===== config.mk =====
export PLATFORM = sky130hd
export DESIGN_NAME = hwinfo_axi_reader
export DESIGN_NICKNAME = d
export VERILOG_FILES = /design/src/rtl/hwinfo_axi_reader.sv
export SDC_FILE = /design/constraint.sdc
export NUM_CORES = 1
export LEC_CHECK = 0
export CAP_MARGIN = 20
export CORE_AREA = 2 2 149 151
export CTS_CLUSTER_DIAMETER = 50
export DETAILED_ROUTE_END_ITERATION = 7
export DIE_AREA = 0 0 151 153
export PLACE_DENSITY = 0.58
export SYNTH_ARGS = -nofsm -noshare
export SYNTH_HDL_FRONTEND = slang
export SYNTH_SLANG_ARGS = --single-unit

===== constraint.sdc =====
create_clock -name M_AXI_ACLK_i -period 3.5 [get_ports M_AXI_ACLK_i]
set_input_delay 0.7 -clock M_AXI_ACLK_i [delete_from_list [all_inputs] [get_ports M_AXI_ACLK_i]]
set_output_delay 0.7 -clock M_AXI_ACLK_i [all_outputs]
set_load 0.02 [all_outputs]

===== src/rtl/hwinfo_axi_reader.sv =====
// AXI4-Lite initiator for the HwInfo register file: sweeps REGNUM registers
// and streams each extracted lane out with its index, and issues the
// software-reset command write to the command register on request.
module hwinfo_axi_reader #(
    parameter int C_M_AXI_ADDR_WIDTH = 12,
    parameter int C_M_AXI_DATA_WIDTH = 128,
    parameter int REG_DATA_WIDTH     = 64,
    parameter int REGNUM             = 16,
    parameter int BASE_ADDR          = 0,
    parameter int CMD_ADR            = 31
) (
    input  logic                              M_AXI_ACLK_i,
    input  logic                              M_AXI_ARESETN_i,
    input  logic                              start_i,
    input  logic                              rst_cmd_i,
    output logic                              busy_o,
    output logic                              done_o,
    output logic                              err_o,
    output logic                              reg_valid_o,
    output logic [$clog2(REGNUM):0]           reg_idx_o,
    output logic [REG_DATA_WIDTH-1:0]         reg_data_o,
    output logic [C_M_AXI_ADDR_WIDTH-1:0]     M_AXI_AWADDR_o,
    output logic                              M_AXI_AWVALID_o,
    input  logic                              M_AXI_AWREADY_i,
    output logic [C_M_AXI_DATA_WIDTH-1:0]     M_AXI_WDATA_o,
    output logic [C_M_AXI_DATA_WIDTH/8-1:0]   M_AXI_WSTRB_o,
    output logic                              M_AXI_WVALID_o,
    input  logic                              M_AXI_WREADY_i,
    input  logic [1:0]                        M_AXI_BRESP_i,
    input  logic                              M_AXI_BVALID_i,
    output logic                              M_AXI_BREADY_o,
    output logic [C_M_AXI_ADDR_WIDTH-1:0]     M_AXI_ARADDR_o,
    output logic                              M_AXI_ARVALID_o,
    input  logic                              M_AXI_ARREADY_i,
    input  logic [C_M_AXI_DATA_WIDTH-1:0]     M_AXI_RDATA_i,
    input  logic [1:0]                        M_AXI_RRESP_i,
    input  logic                              M_AXI_RVALID_i,
    output logic                              M_AXI_RREADY_o
);

    localparam int AW        = C_M_AXI_ADDR_WIDTH;
    localparam int DW        = C_M_AXI_DATA_WIDTH;
    localparam int RW        = REG_DATA_WIDTH;
    localparam int REG_BYTES = RW / 8;
    localparam int LANES     = DW / RW;
    localparam int LANE_W    = (LANES > 1) ? $clog2(LANES) : 1;
    localparam int REG_SHIFT = $clog2(REG_BYTES);
    localparam int IDX_W     = $clog2(REGNUM) + 1;
    localparam int CMD_BYTE  = BASE_ADDR + CMD_ADR * REG_BYTES;
    localparam int CMD_LANE  = (CMD_BYTE / REG_BYTES) % LANES;
    localparam logic [IDX_W-1:0] LAST_IDX = IDX_W'(REGNUM - 1);

    typedef enum logic [2:0] {S_IDLE, S_AR, S_R, S_AW_W, S_B} state_e;

    state_e            state_q, state_d;
    logic [IDX_W-1:0]  idx_q, idx_d;
    logic              pend_q, pend_d;
    logic              err_q, err_d;
    logic              done_q, done_d;
    logic              rvld_q, rvld_d;
    logic [IDX_W-1:0]  ridx_q, ridx_d;
    logic [RW-1:0]     rdata_q, rdata_d;
    logic [AW-1:0]     araddr_q, araddr_d;
    logic              arvalid_q, arvalid_d;
    logic              rready_q, rready_d;
    logic [AW-1:0]     awaddr_q, awaddr_d;
    logic              awvalid_q, awvalid_d;
    logic [DW-1:0]     wdata_q, wdata_d;
    logic [DW/8-1:0]   wstrb_q, wstrb_d;
    logic              wvalid_q, wvalid_d;
    logic              bready_q, bready_d;

    logic [DW-1:0]     cmd_wdata;
    logic [DW/8-1:0]   cmd_wstrb;
    logic [LANE_W-1:0] lane;
    logic [RW-1:0]     rd_lane;

    function automatic logic [AW-1:0] reg_addr(input logic [IDX_W-1:0] i);
        return AW'(BASE_ADDR) + AW'(i) * AW'(REG_BYTES);
    endfunction

    // Command beat: 0xF in every lane, byte strobes only on the command register's lane.
    always_comb begin
        cmd_wdata = '0;
        cmd_wstrb = '0;
        for (int unsigned l = 0; l < LANES; l++) begin
            cmd_wdata[l*RW +: 4] = 4'hF;
            if (int'(l) == CMD_LANE) cmd_wstrb[l*REG_BYTES +: REG_BYTES] = '1;
        end
    end

    // Pick the register's lane out of the wide read beat using the held read address.
    always_comb begin
        lane    = (LANES > 1) ? LANE_W'(araddr_q >> REG_SHIFT) : '0;
        rd_lane = '0;
        for (int unsigned l = 0; l < LANES; l++) begin
            if (LANE_W'(l) == lane) rd_lane = M_AXI_RDATA_i[l*RW +: RW];
        end
    end

    // Next-state and registered-output logic for the sweep / command FSM.
    always_comb begin
        state_d   = state_q;
        idx_d     = idx_q;
        pend_d    = pend_q | rst_cmd_i;
        err_d     = err_q;
        done_d    = 1'b0;
        rvld_d    = 1'b0;
        ridx_d    = ridx_q;
        rdata_d   = rdata_q;
        araddr_d  = araddr_q;
        arvalid_d = arvalid_q;
        rready_d  = rready_q;
        awaddr_d  = awaddr_q;
        awvalid_d = awvalid_q;
        wdata_d   = wdata_q;
        wstrb_d   = wstrb_q;
        wvalid_d  = wvalid_q;
        bready_d  = bready_q;
        unique case (state_q)
            S_IDLE: begin
                if (start_i) begin
                    state_d   = S_AR;
                    idx_d     = '0;
                    araddr_d  = reg_addr('0);
                    arvalid_d = 1'b1;
                    err_d     = 1'b0;
                end else if (pend_q) begin
                    state_d   = S_AW_W;
                    awaddr_d  = AW'(CMD_BYTE);
                    wdata_d   = cmd_wdata;
                    wstrb_d   = cmd_wstrb;
                    awvalid_d = 1'b1;
                    wvalid_d  = 1'b1;
                    err_d     = 1'b0;
                end
            end
            S_AR: begin
                if (M_AXI_ARREADY_i) begin
                    arvalid_d = 1'b0;
                    rready_d  = 1'b1;
                    state_d   = S_R;
                end
            end
            S_R: begin
                if (M_AXI_RVALID_i) begin
                    rready_d = 1'b0;
                    rvld_d   = 1'b1;
                    ridx_d   = idx_q;
                    rdata_d  = rd_lane;
                    if (M_AXI_RRESP_i != 2'b00) err_d = 1'b1;
                    if (idx_q == LAST_IDX) begin
                        done_d = 1'b1;
                        // A command requested during this very cycle still chains behind the sweep.
                        if (pend_q || rst_cmd_i) begin
                            state_d   = S_AW_W;
                            awaddr_d  = AW'(CMD_BYTE);
                            wdata_d   = cmd_wdata;
                            wstrb_d   = cmd_wstrb;
                            awvalid_d = 1'b1;
                            wvalid_d  = 1'b1;
                        end else begin
                            state_d = S_IDLE;
                        end
                    end else begin
                        idx_d     = idx_q + IDX_W'(1);
                        araddr_d  = reg_addr(idx_q + IDX_W'(1));
                        arvalid_d = 1'b1;
                        state_d   = S_AR;
                    end
                end
            end
            S_AW_W: begin
                if (M_AXI_AWREADY_i) awvalid_d = 1'b0;
                if (M_AXI_WREADY_i)  wvalid_d  = 1'b0;
                if ((!awvalid_q || M_AXI_AWREADY_i) && (!wvalid_q || M_AXI_WREADY_i)) begin
                    state_d  = S_B;
                    bready_d = 1'b1;
                    pend_d   = 1'b0;
                end
            end
            S_B: begin
                if (M_AXI_BVALID_i) begin
                    bready_d = 1'b0;
                    done_d   = 1'b1;
                    if (M_AXI_BRESP_i != 2'b00) err_d = 1'b1;
                    state_d  = S_IDLE;
                end
            end
            default: state_d = S_IDLE;
        endcase
    end

    // State and output registers, cleared asynchronously.
    always_ff @(posedge M_AXI_ACLK_i or negedge M_AXI_ARESETN_i) begin
        if (!M_AXI_ARESETN_i) begin
            state_q   <= S_IDLE;
            idx_q     <= '0;
            pend_q    <= 1'b0;
            err_q     <= 1'b0;
            done_q    <= 1'b0;
            rvld_q    <= 1'b0;
            ridx_q    <= '0;
            rdata_q   <= '0;
            araddr_q  <= '0;
            arvalid_q <= 1'b0;
            rready_q  <= 1'b0;
            awaddr_q  <= '0;
            awvalid_q <= 1'b0;
            wdata_q   <= '0;
            wstrb_q   <= '0;
            wvalid_q  <= 1'b0;
            bready_q  <= 1'b0;
        end else begin
            state_q   <= state_d;
            idx_q     <= idx_d;
            pend_q    <= pend_d;
            err_q     <= err_d;
            done_q    <= done_d;
            rvld_q    <= rvld_d;
            ridx_q    <= ridx_d;
            rdata_q   <= rdata_d;
            araddr_q  <= araddr_d;
            arvalid_q <= arvalid_d;
            rready_q  <= rready_d;
            awaddr_q  <= awaddr_d;
            awvalid_q <= awvalid_d;
            wdata_q   <= wdata_d;
            wstrb_q   <= wstrb_d;
            wvalid_q  <= wvalid_d;
            bready_q  <= bready_d;
        end
    end

    assign busy_o          = (state_q != S_IDLE);
    assign done_o          = done_q;
    assign err_o           = err_q;
    assign reg_valid_o     = rvld_q;
    assign reg_idx_o       = ridx_q;
    assign reg_data_o      = rdata_q;
    assign M_AXI_ARADDR_o  = araddr_q;
    assign M_AXI_ARVALID_o = arvalid_q;
    assign M_AXI_RREADY_o  = rready_q;
    assign M_AXI_AWADDR_o  = awaddr_q;
    assign M_AXI_AWVALID_o = awvalid_q;
    assign M_AXI_WDATA_o   = wdata_q;
    assign M_AXI_WSTRB_o   = wstrb_q;
    assign M_AXI_WVALID_o  = wvalid_q;
    assign M_AXI_BREADY_o  = bready_q;

endmodule


Word-level counts from Yosys, hierarchy flattened
Index checks and enable logic that the tools add are counted.

storage, ports and cells
  bits in registers = 254
  input bits = 141
  output and inout bits = 246
  logic and storage cells = 136

cells by class
  add/subtract/negate cells = 1
  equality and inequality tests = 20
  multiplexer cells = 71
  bitwise logic cells = 1
  reduce and logical (&&, ||, !) cells = 26

operators by type and width
  kind                                                 count
  2-to-1 mux 128 bit                                   5
  one-hot mux 128 bit (2 select lines)                 1
  2-to-1 mux 12 bit                                    8
  2-to-1 mux 16 bit                                    5
  2-to-1 mux 64 bit                                    1
  one-hot mux 12 bit (2 select lines)                  2
  one-hot mux 16 bit (2 select lines)                  1
  2-to-1 mux 1 bit                                     28
  != test 2 bit, second input constant                 14
  2-to-1 mux 3 bit                                     7
  2-to-1 mux 5 bit                                     3
  one-hot mux 3 bit (5 select lines)                   1
  AND reduction 7 bit                                  2
  one-hot mux 1 bit (3 select lines)                   4
  AND reduction 6 bit                                  2
  nonzero test 3 bit                                   4
  one-hot mux 5 bit (2 select lines)                   1
  AND reduction 5 bit                                  2
  nonzero test 2 bit                                   5
  equality test 3 x 2 -> 1 bit, second input constant  2
  one-hot mux 1 bit (2 select lines)                   3
  AND reduction 3 bit                                  2
  adder 5 x 1 -> 5 bit, second input constant          1
  equality test 5 x 4 -> 1 bit, second input constant  1
  11 further kinds                                     14

Logic depth before layout (Yosys ltp)
Gate-level depths: netlist of the first run.

  depth after elaboration = 5
  mapped depth = 7
  depth with buffers taken out = 7

Worst setup path before layout of the first run
No wires, ideal clock.

  path type = reg2reg
  start = register M_AXI_ARADDR_o[4] (netlist name)
  end = register araddr_q[6] (netlist: M_AXI_ARADDR_o[6])
  setup time = 0.087 ns
  arrival time = 1.892 ns
  required time = 3.413 ns
  path slack = 1.521 ns
  cell stages (with the launch flop) = 8
  buffers on the path = 0
  period minus slack after synthesis = 1.979 ns
  cell sequence = dfrtp_1 -> ha_1 -> and3_1 -> ha_1 -> and3b_4 -> o21ai_4 -> or3_1 -> a22oi_1

RTL lines
  what                  line  RTL
  end signal, assigned  223   araddr_q <= araddr_d;
  end, declared         63    logic [AW-1:0] araddr_q, araddr_d;

Worst setup path after layout of the first run
  start = register state_q[1]
  end = output port busy_o

on the way
  word-level cells in the longest chain between the ends = 1

RTL lines
  what                    line  RTL
  start, declared         55    state_e state_q, state_d;
  start signal, assigned  215   state_q <= state_d;
  nonzero test 3 bit      235   assign busy_o = (state_q != S_IDLE);
  end, declared           16    output logic busy_o,

Every way passes these cells.

==> out/results.ini, run 1 <==
[cells_and_area]
syn_to_final_growth_pct = 43.8
fin_nets = 920
layout-drive-gt1-share = 0.0397
post-route-cell-area_um2 = 7670
layout_commonest_cell = clkdlybuf4s50_1
n_antenna_cell = 0
final_cell_mix = 243 x clkdlybuf4s50_1, 142 x conb_1, 87 x nand2_1, 86 x dfrtp_1, 64 x mux2i_1
fill_cells = 2234
layoutNonFillerInstCount = 1061
postLayoutCoreUtil = 0.357

[synth]
async_flop_share = 1.00
yosys.area_share.simple = 0.0943
muxShareOfSynthArea = 0.122
synth_edf_count = 0
ys_seq_elements = 87
dominantRegCellSynth = dfrtp_1
seq_area_frac_synth = 0.408
synthCells = 563
synth-compound-area-share = 0.101
yosysWarningCount = 0
synth_adder_area_share = 0.00704
synth_cell_types = 41
syn_area_per_cell_um2 = 9.47
synth_top_family_by_area = buffers and inverters
synth-xor-area-share = 0.00164
synthesis.area_um2 = 5330

[timing]
hold_viol_final = 0
finalCriticalPeriod_ns = 2.76
finalWorstSetupSlack_ns = 0.738
relSlewSlack = 0.564
fin_crit_sh = 0.789
fin_tns_setup_ns = 0
max_freq_ghz = 0.362
final-setup-viol-count = 0
rsz0062_at_grt = no
holdWs_ns = 0.313
drv_slew = 0
worst_slew_pin_slew_ns = 0.654
final.setup_skew_ns = 0.0110

[worst_setup_path]
cp.buffers_inverters = 2
cp_max_fo = 17
cp.depth = 3
critical_path_arrival_ns = 2.06
crit_family = buffers and inverters
slowest_stage = dfrtp_1
startpoint_type = register
worstRegToRegCells = 7
worst-setup-path-type = register to output pin
slowest_delay_ns = 0.60
path_cells = nor3_1 > inv_1 > clkdlybuf4s50_1
worstPathRequired_ns = 2.80
cp-end-kind = output pin

[detailed_routing]
num_vias = 4061
routedWlPerCell_um = 12.6
drtIter0Drc = 181
drtAntennaViolNets = 0
wl_um = 13400
first_pass_iters = 4
via_per_inst = 3.83
drcViolationCount = 0

[clocking]
root_buffer = clkbuf_16
cts_tree = done
clk_pin_slew_worst_paths_ns = 0.07
cts_hold_buf = 0
post_cts_buffers = 0
cts_resized = 0
clk_latency_ns = 0.35
cts_buffer_depth = 2
cts.sinks = 87
cts_buffers = 9
cts_max_level = 3

[place]
place_area_um2 = 7320
post-place-cells = 1044
portBuffers = 244
finalWeightedCongestion = 0.760
post-place-ws_ns = 1.10
dpl.hpwl_um = 10300

[run_status]
status = complete, no violations

[die]
initial_core_util = 0.248
die_h_um = 153
rows = 54
die_area_um2 = 23100
core_um2 = 21500
die_w_um = 151
ios = 387

[pwr]
p_per_area_nw_per_um2 = 722
peakVddDrop_mv = 0.255
p_leak_nw = 3.36
total_power_mw = 5.53

[run]
maxCapViolCount = 0

[global_routing]
grt_use_total = 0.112
globalRouteOverflowTotal = 0
grt_start_max_net_pins = 79
antenna_found_initial = 0
grt_pass1_wl_um = 20000
grt_pass1_vias = 3743

[hold_path]
hold_class = input pin to async pin

==> layer usage <==
layer	share of wire	up-vias	global-route usage	wire, um
li1	-	1992	-	-
met1	0.39	1832	0.129	5220
met2	0.50	222	0.195	6700
met3	0.090	15	0.0257	1210
met4	0.021	0	0.0498	282
met5	0	-	0	0
==> worst paths after layout <==
| kind | from | endpoint | slack (ns) |
|---|---|---|---|
| worst max register to register | M_AXI_ARADDR_o[3] | M_AXI_ARADDR_o[6] | 1.39 |
| max in group asynchronous | M_AXI_ARESETN_i | reg_data_o[31] | 2.33 |
| worst max-delay path | state_q[1] | busy_o | 0.74 |
| min in group M_AXI_ACLK_i | reg_data_o[57] | reg_data_o[57] | 0.48 |
| worst min-delay path | M_AXI_ARESETN_i | reg_data_o[13] | 0.31 |
| worst min register to register | reg_data_o[57] | reg_data_o[57] | 0.48 |
==> synthesized netlist by cell type (all sizes together), types with 3 or more instances <==
cell    count  share of area
nand3b      3         0.0042
a22oi       4         0.0056
inv         5         0.0035
ha          3         0.0070
o21ai      74          0.072
nand2      87          0.061
nand3       4         0.0047
buf       180           0.25
clkbuf      9         0.0070
a21oi       8         0.0075
mux2i      64           0.12
dfrtp      87           0.41
nor2        9         0.0077
==> layout make-up <==
class | count | area, um^2 | share of cell area
tap | 280 | 350 | 0.0457
clock buffer | 9 | 225 | 0.0294
multi-input combinational | 423 | 2280 | 0.297
inverter | 5 | 18.8 | 0.00245
sequential | 87 | 2180 | 0.284
clock inverter | 7 | 103 | 0.0134
timing repair buffer | 250 | 2510 | 0.327
==> flip-flops by register name, indices dropped and copies added (netlist names) <==
signal and count:
M_AXI_RREADY_o 1, state_q 3, M_AXI_AWVALID_o 1, reg_idx_o 5
done_o 1, M_AXI_WVALID_o 1, M_AXI_ARADDR_o 5, M_AXI_BREADY_o 1
M_AXI_ARVALID_o 1, pend_q 1, reg_valid_o 1, reg_data_o 64
M_AXI_AWADDR_o 1, err_o 1
==> where the power goes <==
part | internal (mW) | leakage (nW) | total, mW | switching, mW
Clock | 0.635 | 0.157 | 1.08 | 0.447
Sequential | 1.41 | 1.10 | 1.69 | 0.283
Combinational | 1.26 | 2.11 | 2.76 | 1.49
==> kinds of logic after synthesis <==
kind of cell | after synthesis
fa+ha+maj | 3
simple gates | 115
xor+xnor | 1
other cells | 1
buf+inv | 194
mux | 65
compound gates | 97
flops | 87
Note: power is estimated with default switching activity, not from simulation.
==> inputs of run 2 (changes only) <==
PLACE_DENSITY = 0.61   (was 0.58)
clock period = 2.25 ns   (was 3.5 ns; I/O delays follow)
==> out/results.ini, run 2 (synthesized netlist as in run 1, its figures left out) <==
[detailed_routing]
dr_wl_met2_um = 7170
drt-met1-wl_um = 5260
via_per_inst = 3.88
routed.top_layer = met4
wl_met3_um = 1230
first_pass_iters = 4
drtAntennaViolNets = 0
drtIter0Drc = 109
routedWlPerCell_um = 13.0
drcViolationCount = 0
num_vias = 4152
wl_um = 13900

[pwr]
p_leak_nw = 3.43
peakVddDrop_mv = 0.395
p_per_area_nw_per_um2 = 1130

[timing]
fin_crit_sh = 0.938
rsz0062_at_grt = no
max_freq_ghz = 0.474
fin_tns_setup_ns = 0
final-setup-viol-count = 0
finalCriticalPeriod_ns = 2.11
final.setup_skew_ns = 0.00769
drv_slew = 0
holdWs_ns = 0.0497
hold_viol_final = 0

[clocking]
cts_buffer_depth = 2
root_buffer = clkbuf_16
cts_max_level = 3
cts_buffers = 9
post_cts_buffers = 0
cts_tree = done
cts.sinks = 87
cts_hold_buf = 0
clk_latency_ns = 0.34
clk_pin_slew_worst_paths_ns = 0.07

[cells_and_area]
n_antenna_cell = 0
fin_nets = 928
largest_reg_flops = 64
multi_input_area_um2 = 2280
final_cell_mix = 242 x clkdlybuf4s50_1, 142 x conb_1, 87 x nand2_1, 85 x dfrtp_1, 64 x mux2i_1
postLayoutCoreUtil = 0.362
layout-drive-gt1-share = 0.0456
layout_commonest_cell = clkdlybuf4s50_1
seq_area_um2 = 2180
syn_to_final_growth_pct = 45.7
fill_cells = 2238

[worst_setup_path]
cp-end-kind = output pin
worst-setup-path-type = register to output pin
cp_max_fo = 2
worstPathRequired_ns = 1.80
critical_path_arrival_ns = 1.66
startpoint_type = register

[die]
ios = 387
die_w_um = 151
core_um2 = 21500
die_area_um2 = 23100
die_h_um = 153
initial_core_util = 0.248
rows = 54

[global_routing]
grt_pass1_vias = 3751
globalRouteOverflowTotal = 0
grt_start_max_net_pins = 69
antenna_found_initial = 0
grt_use_total = 0.117
grt_pass1_wl_um = 20600

[place]
dpl.hpwl_um = 10300
finalWeightedCongestion = 0.775
portBuffers = 244

[run]
maxCapViolCount = 0

[run_status]
status = complete, no violations

[hold_path]
hold_class = input pin to async pin

## run 2: cell count changes in the layout (fill, tap and decap cells not counted), sizes merged
cell and change:
clkdlybuf4s50 -1, clkbuf +4, bufbuf +1, inv -3, buf +7, clkinv -1
dlymetal6s2s +1
## run 2: power by group
| group | internal [mW] | leakage [nW] | switching, mW |
|---|---|---|---|
| Clock | 0.976 | 0.144 | 0.625 |
| Sequential | 2.20 | 1.10 | 0.354 |
| Combinational | 2.10 | 2.19 | 2.49 |
| Total | 5.28 | 3.43 | 3.47 |
## run 2: through the flow
| stage | cell area, um^2 | instances | setup WS [ns] | total power [mW] |
|---|---|---|---|---|
| after floorplan | 5860 | 704 | 0.271 | 5.32 |
| final | 7770 | 1069 | 0.139 | 8.75 |
| after CTS | 7760 | 1069 | 0.00678 | 8.90 |
| after global routing | 7770 | 1069 | 0.00897 | 9.37 |
| after global placement | 7420 | 1052 | 0.216 | 7.07 |
| after detailed placement | 7420 | 1052 | 0.198 | 7.12 |
## run 2: worst paths after layout
path                                   start                end  slack (ns)  cells after the start
max in group asynchronous    M_AXI_ARESETN_i     reg_data_o[44]        1.60                      2
hold / removal               M_AXI_ARESETN_i     reg_data_o[11]        0.05                      1
hold reg to reg                reg_data_o[6]      reg_data_o[6]        0.47                      2
min in group M_AXI_ACLK_i      reg_data_o[6]      reg_data_o[6]        0.47                      2
setup / recovery                  state_q[0]             busy_o        0.14                      3
setup reg to reg           M_AXI_ARADDR_o[3]  M_AXI_ARADDR_o[6]        0.16                      7
## run 2: layout make-up
type	instances	area share
Clock inverter	3	0.00870
Tap cell	280	0.0451
Sequential cell	87	0.281
Multi-Input combinational cell	423	0.293
Timing Repair Buffer	258	0.339
Inverter	5	0.00242
Clock buffer	13	0.0309
## run 2: what timing repair did
action                     in CTS  in global routing
pin swaps                       0                  0
setup endpoints to repair      22                  1
resized for setup               2                  1
gates cloned                    1                  0
## run 2: critical path, cell delays in order, from the launching register on
cell and delay (ns):
dfrtp_1 0.38, nor3_1 0.28, inv_1 0.11, clkdlybuf4s50_1 0.55
## run 2: per-layer routing
layer | global-route usage | vias to the layer above
met3 | 0.0334 | 11
met4 | 0.0409 | 0
met1 | 0.135 | 1911
li1 | - | 2009
met2 | 0.205 | 221
met5 | 0 | -
==> inputs of run 3 (changes only) <==
--- a/config.mk
+++ b/config.mk
@@ -7,2 +7,3 @@
 export LEC_CHECK = 0
+export ABC_AREA = 1
 export CAP_MARGIN = 20
--- a/constraint.sdc
+++ b/constraint.sdc
@@ -3,2 +3,2 @@
 set_output_delay 0.45 -clock M_AXI_ACLK_i [all_outputs]
-set_load 0.02 [all_outputs]
+set_load 0.005 [all_outputs]
==> out/results.ini, run 3 <==
[synth]
synthCells = 693
yosysWarningCount = 0
synth.most_common_cell = nand2_1
dominantRegCellSynth = dfrtp_1
seq_area_frac_synth = 0.405
synth_edf_count = 0
synth.top_cell.area_share = 0.405
async_flop_share = 1.00
ys_seq_elements = 87
synthesis.area_um2 = 5370
synth_cell_types = 24
syn_area_per_cell_um2 = 7.75
yosys-top-cells-area = dfrtp_1 41%, buf_4 23%, nand2_1 13%, a31oi_1 7.6%, nor2_1 5.9%
yosys-top-cells-count = 192 x nand2_1, 163 x buf_4, 87 x dfrtp_1
synth_top_cell_by_area = dfrtp_1

[timing]
finalCriticalPeriod_ns = 2.11
max_freq_ghz = 0.474
hold_viol_final = 0
relSlewSlack = 0.624
worst_slew_pin_slew_ns = 0.563
drv_slew = 0
fin_tns_setup_ns = 0
final-setup-viol-count = 0
fin_crit_sh = 0.937
rsz0062_at_grt = no
final.setup_skew_ns = 0.00946

[global_routing]
grt_use_total = 0.127
grt_start_max_net_pins = 61
grt_pass1_wl_um = 23000
antenna_found_initial = 0
grt_pass1_vias = 4158
globalRouteOverflowTotal = 0

[detailed_routing]
dr_wl_met2_um = 7450
routedWlPerCell_um = 13.2
num_vias = 4770
wl_um = 15700
via_per_inst = 4.00
wl_met3_um = 1540
drtIter0Drc = 195
first_pass_iters = 4
drt-met1-wl_um = 6300
routed.top_layer = met4
drtAntennaViolNets = 0
drcViolationCount = 0

[run_status]
status = complete, no violations

[worst_setup_path]
cp.depth = 1
critical_path_arrival_ns = 1.66
cp.buffers_inverters = 1
worstPathRequired_ns = 1.80
slowest_stage = dfrtp_1
path_cells = clkdlybuf4s50_1
cp-end-kind = output pin
worst-setup-path-type = register to output pin
worstRegToRegCells = 8
slowest_delay_ns = 0.70
crit_family = flip-flops
cp_max_fo = 22
startpoint_type = register

[place]
dpl.hpwl_um = 12000
portBuffers = 244
finalWeightedCongestion = 0.780

[cells_and_area]
final_cell_mix = 243 x clkdlybuf4s50_1, 192 x nand2_1, 142 x conb_1, 85 x dfrtp_1, 84 x nor2_1
layout_commonest_cell = clkdlybuf4s50_1
fin_nets = 1051
layout-drive-gt1-share = 0.0428
n_antenna_cell = 0
postLayoutCoreUtil = 0.362
largest_reg_flops = 64
syn_to_final_growth_pct = 44.7

[pwr]
p_per_area_nw_per_um2 = 1050
p_leak_nw = 3.57
peakVddDrop_mv = 0.360

[clocking]
cts.sinks = 87
cts_tree = done
root_buffer = clkbuf_16
cts_buffer_depth = 2
clk_latency_ns = 0.34
clk_pin_slew_worst_paths_ns = 0.07
cts_buffers = 9
cts_max_level = 3

[die]
core_um2 = 21500
rows = 54
die_h_um = 153
die_area_um2 = 23100
die_w_um = 151
initial_core_util = 0.250
ios = 387

[run]
maxCapViolCount = 0

[hold_path]
hold_class = input pin to async pin

==> run 3: cell count changes after synthesis, moves of 7 or more <==
cell	before	now
nor2_1	8	84
o21ai_0	60	10
a31oi_1	1	65
mux2i_1	64	0
o21ai_1	13	0
nand3_1	3	20
buf_2	8	15
inv_1	5	25
nand2_1	87	192
a21oi_1	8	0
==> run 3: path summary, 6_finish.rpt <==
kind                                         from                end  slack [ns]
worst max-delay path            M_AXI_AWADDR_o[6]  M_AXI_AWADDR_o[7]        0.14
worst min-delay path              M_AXI_ARESETN_i     reg_data_o[27]        0.07
worst max register to register  M_AXI_ARADDR_o[4]  M_AXI_ARADDR_o[6]        0.47
worst min register to register       reg_idx_o[1]       reg_idx_o[1]        0.47
max in group asynchronous         M_AXI_ARESETN_i     reg_data_o[15]        1.48
min in group M_AXI_ACLK_i            reg_idx_o[1]       reg_idx_o[1]        0.47
==> run 3: report_power, final <==
part | switching [mW] | internal, mW
Sequential | 0.448 | 2.27
Combinational | 1.81 | 2.06
Clock | 0.671 | 0.933
==> run 3: per-stage QoR <==
step                hold slack (ns)  power, mW  cell area, um^2  instances  setup WS, ns
detailed placement            0.462       6.68             7460       1176         0.256
finish                       0.0724       8.19             7770       1192         0.141
floorplan                     0.154       4.65             5900        834         0.707
global placement              0.457       6.63             7460       1176         0.287
CTS                          0.0859       8.33             7770       1192        0.0822
global route                  0.110       8.88             7770       1192        0.0115
==> run 3: kinds of logic (layout without fill, tap and decap cells) <==
kind of cell | after synthesis | in the layout | synth area share
fa+ha+maj | 3 | 3 | 0.00699
other cells | 1 | 142 | 0.000698
compound gates | 78 | 78 | 0.0894
flops | 87 | 87 | 0.405
simple gates | 304 | 304 | 0.224
buf+inv | 220 | 298 | 0.274
==> run 3: metal layers <==
layer / up-vias / global-route usage
met5: - / 0
met4: 0 / 0.0543
met3: 22 / 0.0352
met2: 240 / 0.213
met1: 2173 / 0.153
li1: 2335 / -
==> run 3: timing repair <==
| item | CTS | global route |
|---|---|---|
| endpoints found under the setup margin | 0 | 1 |
| buffers inserted | 0 | 0 |
| hold buffers | 0 | 0 |
| gates resized for setup | 0 | 1 |
==> run 3: layout make-up <==
type,count,area [um^2]
fillers,2258,13700
repair buffers,255,2570
multi-input cells,527,2250
flip-flops and latches,87,2180
well taps,280,350
clock buffers,11,253
inverters,27,101
clock inverters,5,63.8
